[src/rtl/noise_meter_pkg.sv]
`default_nettype none
// ----------------------------------------------------------------------------
// noise_meter_pkg : shared types and helpers for the noise pulse meter
// Rev 1.0
// ----------------------------------------------------------------------------
package noise_meter_pkg;

    typedef enum logic [0:0] {
        IDLE    = 1'b0,
        MEASURE = 1'b1
    } meter_state_t;

    // Widest supported measurement; narrower all-ones values are sliced from this.
    localparam logic [63:0] c_all_ones = '1;

    // True when a counter of the given width is already at its saturation value.
    function automatic logic sat_at_max(input logic [63:0] value, input int unsigned width);
        return value == (c_all_ones >> (64 - width));
    endfunction

endpackage
`default_nettype wire

[src/rtl/pulse_sync_edge.sv]
`default_nettype none
// ----------------------------------------------------------------------------
// pulse_sync_edge : 2-FF synchronizer with registered rise/fall strobes
// Rev 1.0
// ----------------------------------------------------------------------------
module pulse_sync_edge (
    input  logic clk,
    input  logic rst,
    input  logic pulse_in,
    output logic level,
    output logic rise,
    output logic fall
);

    logic r_meta;
    logic r_sync;
    logic r_prev;

    // level is the delayed copy so it lines up with the rise/fall strobes
    always_ff @(posedge clk or posedge rst) begin
        if (rst) begin
            r_meta <= 1'b0;
            r_sync <= 1'b0;
            r_prev <= 1'b0;
            rise   <= 1'b0;
            fall   <= 1'b0;
        end else begin
            r_meta <= pulse_in;
            r_sync <= r_meta;
            r_prev <= r_sync;
            rise   <= r_sync & ~r_prev;
            fall   <= ~r_sync & r_prev;
        end
    end

    assign level = r_prev;

endmodule
`default_nettype wire

[src/rtl/noise_pulse_meter.sv]
`default_nettype none
// ----------------------------------------------------------------------------
// noise_pulse_meter : gated edge count, min/max gap and longest high time
// Rev 1.0
// ----------------------------------------------------------------------------
module noise_pulse_meter
    import noise_meter_pkg::*;
#(
    parameter int unsigned GATE_CYCLES = 50000000,
    parameter int unsigned CNT_W       = 16,
    parameter int unsigned GAP_W       = 16
) (
    input  logic             clk,
    input  logic             rst,
    input  logic             en,
    input  logic             pulse_in,
    output logic [CNT_W-1:0] pulse_count,
    output logic [GAP_W-1:0] min_gap,
    output logic [GAP_W-1:0] max_gap,
    output logic [GAP_W-1:0] max_high,
    output logic             overflow,
    output logic             result_valid
);

    localparam int unsigned       GATE_W      = $clog2(GATE_CYCLES);
    localparam logic [GAP_W-1:0]  c_gap_ones  = c_all_ones[GAP_W-1:0];
    localparam logic [GATE_W-1:0] c_gate_last = GATE_W'(GATE_CYCLES - 1);

    logic w_level;
    logic w_rise;
    logic w_fall;

    pulse_sync_edge u_sync (
        .clk      (clk),
        .rst      (rst),
        .pulse_in (pulse_in),
        .level    (w_level),
        .rise     (w_rise),
        .fall     (w_fall)
    );

    meter_state_t      r_state;
    logic [GATE_W-1:0] r_gate;
    logic [CNT_W-1:0]  r_cnt;
    logic [GAP_W-1:0]  r_gap_cnt;
    logic [GAP_W-1:0]  r_min;
    logic [GAP_W-1:0]  r_max;
    logic [GAP_W-1:0]  r_high_cnt;
    logic [GAP_W-1:0]  r_max_high;
    logic              r_seen;
    logic              r_ovf;

    logic              w_terminal;
    logic              w_cnt_full;
    logic              w_gap_full;
    logic              w_high_full;
    logic [CNT_W-1:0]  w_cnt;
    logic [GAP_W-1:0]  w_min;
    logic [GAP_W-1:0]  w_max;
    logic [GAP_W-1:0]  w_max_high;
    logic [GAP_W-1:0]  w_gap_next;
    logic [GAP_W-1:0]  w_high_next;
    logic              w_ovf;

    // Working values including this cycle's events, so a terminal-cycle event
    // lands in the ending window.
    always_comb begin
        w_terminal  = (r_gate == c_gate_last);
        w_cnt_full  = sat_at_max(64'(r_cnt), CNT_W);
        w_gap_full  = sat_at_max(64'(r_gap_cnt), GAP_W);
        w_high_full = sat_at_max(64'(r_high_cnt), GAP_W);

        w_cnt = r_cnt;
        if (w_rise && !w_cnt_full) begin
            w_cnt = r_cnt + 1'b1;
        end

        w_min = r_min;
        w_max = r_max;
        if (w_rise && r_seen) begin
            if (r_gap_cnt < r_min) w_min = r_gap_cnt;
            if (r_gap_cnt > r_max) w_max = r_gap_cnt;
        end

        w_max_high = (w_fall && (r_high_cnt > r_max_high)) ? r_high_cnt : r_max_high;

        w_ovf = r_ovf | (w_rise & w_cnt_full) | (r_seen & ~w_rise & w_gap_full)
              | (w_level & ~w_rise & w_high_full);

        if (w_rise)                      w_gap_next = GAP_W'(1);
        else if (r_seen && !w_gap_full)  w_gap_next = r_gap_cnt + 1'b1;
        else                             w_gap_next = r_gap_cnt;

        if (w_rise)                       w_high_next = GAP_W'(1);
        else if (w_level && !w_high_full) w_high_next = r_high_cnt + 1'b1;
        else                              w_high_next = r_high_cnt;
    end

    // High-run counter spans windows; a run is credited where it falls.
    always_ff @(posedge clk or posedge rst) begin
        if (rst) begin
            r_state      <= IDLE;
            r_gate       <= '0;
            r_cnt        <= '0;
            r_gap_cnt    <= '0;
            r_min        <= c_gap_ones;
            r_max        <= '0;
            r_high_cnt   <= '0;
            r_max_high   <= '0;
            r_seen       <= 1'b0;
            r_ovf        <= 1'b0;
            pulse_count  <= '0;
            min_gap      <= c_gap_ones;
            max_gap      <= '0;
            max_high     <= '0;
            overflow     <= 1'b0;
            result_valid <= 1'b0;
        end else begin
            result_valid <= 1'b0;
            r_high_cnt   <= w_high_next;
            case (r_state)
                IDLE: begin
                    if (en) begin
                        r_state    <= MEASURE;
                        r_gate     <= '0;
                        r_cnt      <= '0;
                        r_gap_cnt  <= '0;
                        r_min      <= c_gap_ones;
                        r_max      <= '0;
                        r_max_high <= '0;
                        r_seen     <= 1'b0;
                        r_ovf      <= 1'b0;
                    end
                end
                MEASURE: begin
                    if (!en) begin
                        r_state <= IDLE;
                    end else if (w_terminal) begin
                        pulse_count  <= w_cnt;
                        min_gap      <= w_min;
                        max_gap      <= w_max;
                        max_high     <= w_max_high;
                        overflow     <= w_ovf;
                        result_valid <= 1'b1;
                        r_gate       <= '0;
                        r_cnt        <= '0;
                        r_gap_cnt    <= '0;
                        r_min        <= c_gap_ones;
                        r_max        <= '0;
                        r_max_high   <= '0;
                        r_seen       <= 1'b0;
                        r_ovf        <= 1'b0;
                    end else begin
                        r_gate     <= r_gate + 1'b1;
                        r_cnt      <= w_cnt;
                        r_gap_cnt  <= w_gap_next;
                        r_min      <= w_min;
                        r_max      <= w_max;
                        r_max_high <= w_max_high;
                        r_seen     <= r_seen | w_rise;
                        r_ovf      <= w_ovf;
                    end
                end
                default: r_state <= IDLE;
            endcase
        end
    end

endmodule
`default_nettype wire

[config.mk]
export PLATFORM = sky130hd
export DESIGN_NAME = noise_pulse_meter
export DESIGN_NICKNAME = d
export VERILOG_FILES = /design/src/rtl/noise_meter_pkg.sv /design/src/rtl/pulse_sync_edge.sv /design/src/rtl/noise_pulse_meter.sv
export SDC_FILE = /design/constraint.sdc
export NUM_CORES = 1
export LEC_CHECK = 0
export BUFFER_PORTS_ARGS = -buffer_cell sky130_fd_sc_hd__buf_2
export CAP_MARGIN = 20
export CORE_UTILIZATION = 50
export DETAILED_ROUTE_END_ITERATION = 10
export PLACE_DENSITY = 0.79
export SLEW_MARGIN = 0
export SYNTH_ARGS = -nofsm -noshare
export SYNTH_HDL_FRONTEND = slang
export SYNTH_SLANG_ARGS = --single-unit
[constraint.sdc]
create_clock -name clk -period 15.2 [get_ports clk]
set_clock_uncertainty 0.1 [all_clocks]
set_input_delay 0 -clock clk [delete_from_list [all_inputs] [get_ports clk]]
set_output_delay 0 -clock clk [all_outputs]
set_load 0.03 [all_outputs]
==> results.toml <==
[sta]
max_slew_margin_pct = 30.7
period_share_pct = 23.3
finalSetupTns_ns = 0
grt_setup_unrepaired = "no"
drv_slew = 0
finalHoldViolCount = 0
finalSetupViolations = 0
fmax_mhz = 282
tightest_slew_ns = 1.04
period_minus_slack_ns = 3.55

[routing]
viasPerCell = 5.89
firstDrtPassIters = 5
post_drt_wl_per_cell_um = 16.7
drtAntennaViolNets = 0
drc = 0
dr.first_iter.drc_count = 669
num_vias = 8103
wl_um = 23000

[clock_network]
tritoncts = "built"
cts_buffers = 17
clock_latency_ns = 0.43
clk_pin_slew_worst_paths_ns = 0.07
cts_root_buf = "clkbuf_16"
cts_sinks = 196
clockBufferDepth = 2
cts_resized = 0
cts_max_level = 4

[pwr]
pwr-share-clk_pct = 41.7
leakagePower_nw = 5.33
switching_share_pct = 25.2
intPower_mw = 0.842
power.density_nw_per_um2 = 98.1
seqPwrFrac_pct = 49.2
p_comb_share_pct = 9.1
power.ir.vdd_worst_uv = 82.0
switchingPower_mw = 0.284

[global_routing]
grt_usage_pct = 22.5
grt_pass1_wl_um = 39300
antenna_found_initial = 0
grt_max_degree = 120
grt_overflow = 0
first_global_vias = 7879

[floorplanning]
start_util_pct = 51.3
core_um2 = 20300
design.portCount = 70
row_count = 52
die_h_um = 146
die_area_um2 = 21400
fp.dieW_um = 146

[setup_path]
worstSetupStartpointType = "flip-flop"
cpMostUsedCell = "nand2_1"
critPathRequiredTime_ns = 15.46
worstSetupPathType = "reg -> reg"
cp_slowest_cell = "dfrtp_1"
crit_family = "compound AO/OA/AOI/OAI gates"
rr_endpoint = "r_min[14]$_DFFE_PP1P_"
critPathMaxStageDelay_ns = 0.93
crit_path_end_kind = "flip-flop"
path_depth = 5
worst_ep_arrival_time_ns = 3.80
rrSetupSlack_ns = 11.65
rr_worst_depth = 5
path_cells = "nand2_1, nor3_1, o311a_1, nand2_1, o22a_1"
cp_num_buf_inv = 0
rr_startpoint = "u_sync.rise$_DFF_PP0_"
cp_max_fo = 29

[placement]
dp_hpwl_um = 15100
routabilityCongestion = 0.855
io_buffers = 69

[layout]
layout_commonest_cell = "dfrtp_1"
fill_cells = 1734
area_growth_pct = 10.2
register_area_um2 = 4940
largest_reg_flops = 26
final_cell_mix = "164 x dfrtp_1, 96 x nand2_1, 93 x nor2_1"
final_nets = 1148
regMostFlops = "r_gate"
multi_input_area_um2 = 4910
final_layout_size_suffix_gt1_share_pct = 14.7
diodes = 0
post-route-util_pct = 56.6

[synthesis]
seq_area_frac_synth_pct = 47.5
synth_cell_type_count = 65
synth_cells = 1059
synth_edf_count = 0
ys_ff_latch = 196
synth-async-reset-ratio_pct = 100
synthesis.nets = 1114
ys.flop_type = "dfrtp_1"
syn_area_um2 = 10400
synth_top_area_cell = "dfrtp_1"
syn_avg_cell_area_um2 = 9.84
synth_top_area_share_pct = 39.4
synth_warnings = 0
yosys-top-cells-area = "dfrtp_1 39%, dfstp_2 8.1%, ha_1 6.1%, mux2i_1 5.7%, nand2_1 3.5%"

[worst_hold_path]
min_from = "pulse_in"
whs_path_depth = 2
hold_end = "u_sync.r_meta$_DFF_PP0_"
holdCritPathClass = "in -> reg"

[flow_run]
max_cap_violations = 0

[outcome]
status = "completed"
worst register-to-register path: cells and delay by family (launching register included):
family / cells / cell delay [ns]
DFF: 1 / 0.93
AOI/OAI and AO/OA: 2 / 1.30
and+or+nand+nor: 3 / 1.14
kinds of logic (layout without fill, tap and decap cells):
| kind of cell | count (synthesis) | count (layout) | synth area share [%] |
|---|---|---|---|
| DFF | 196 | 196 | 47.5 |
| buffers and inverters | 127 | 173 | 5.52 |
| xor gates and xnor gates | 46 | 46 | 3.87 |
| AOI/OAI and AO/OA | 239 | 239 | 15.0 |
| muxes | 62 | 62 | 5.99 |
| adders and majority gates | 51 | 51 | 6.12 |
| and+or+nand+nor | 338 | 338 | 16.0 |
cell type report:
class                           instances  area share (%)
Clock buffer                           20            3.98
Clock inverter                         11            1.33
Multi-Input combinational cell        736            42.8
Inverter                               60            2.03
Timing Repair Buffer                   82            3.92
Sequential cell                       196            43.1
Tap cell                              270            2.94
cells in the mapped netlist, types with 21 or more instances:
library cell,instances
mux2i_1,59
nand2_1,96
a21oi_1,66
nand3_1,32
buf_2,24
nand4_1,34
a22o_1,35
dfrtp_1,164
nor2_1,93
inv_1,58
clkbuf_1,29
o21ai_0,60
ha_1,51
xnor2_1,21
xor2_1,25
dfstp_2,32
power by group through the flow:
stage	combinational, mW	clock [mW]	sequential, mW
after detailed placement	0.102	0	0.563
after global placement	0.0984	0	0.562
after floorplan	0.0832	0	0.555
final	0.103	0.470	0.554
after global routing	0.116	0.497	0.556
after CTS	0.104	0.478	0.554
stage by stage:
| stage | hold slack, ns | worst slack (ns) | std cells | area [um2] | power, mW |
|---|---|---|---|---|---|
| 2_1_floorplan | -0.0686 | 9.81 | 1059 | 10400 | 0.638 |
| 3_3_place_gp | 0.0115 | 11.75 | 1341 | 10800 | 0.660 |
| 6_report | 0.151 | 11.65 | 1375 | 11500 | 1.13 |
| 3_5_place_dp | 0.00996 | 11.70 | 1341 | 10800 | 0.666 |
| 4_1_cts | 0.105 | 11.67 | 1375 | 11500 | 1.14 |
| 5_1_grt | 0.134 | 11.39 | 1375 | 11500 | 1.17 |
worst max path at each step:
stage / start / to / slack [ns]
after global routing: r_min[13]$_DFFE_PP1P_ / r_min[14]$_DFFE_PP1P_ / 11.39
after CTS: u_sync.rise$_DFF_PP0_ / r_min[14]$_DFFE_PP1P_ / 11.67
after floorplan: rst / max_gap[0]$_DFFE_PP0P_ / 9.81
after global placement: u_sync.rise$_DFF_PP0_ / r_min[3]$_DFFE_PP1P_ / 11.75
final: u_sync.rise$_DFF_PP0_ / r_min[14]$_DFFE_PP1P_ / 11.65
after detailed placement: u_sync.rise$_DFF_PP0_ / r_min[7]$_DFFE_PP1P_ / 11.70
timing repair:
action                     in CTS  in global routing
hold endpoints to repair       88                  0
hold buffers                    3                  0
buffers inserted                0                  0
setup endpoints to repair       0                  0
metal layers:
| layer | up-vias | GRT usage [%] | share of wire, % |
|---|---|---|---|
| li1 | 3829 | - | - |
| met1 | 3987 | 31.8 | 46 |
| met2 | 256 | 36.0 | 47 |
| met3 | 31 | 3.47 | 5.4 |
| met4 | 0 | 6.61 | 1.4 |
| met5 | - | 0 | 0 |
Note: power is estimated with default switching activity, not from simulation.
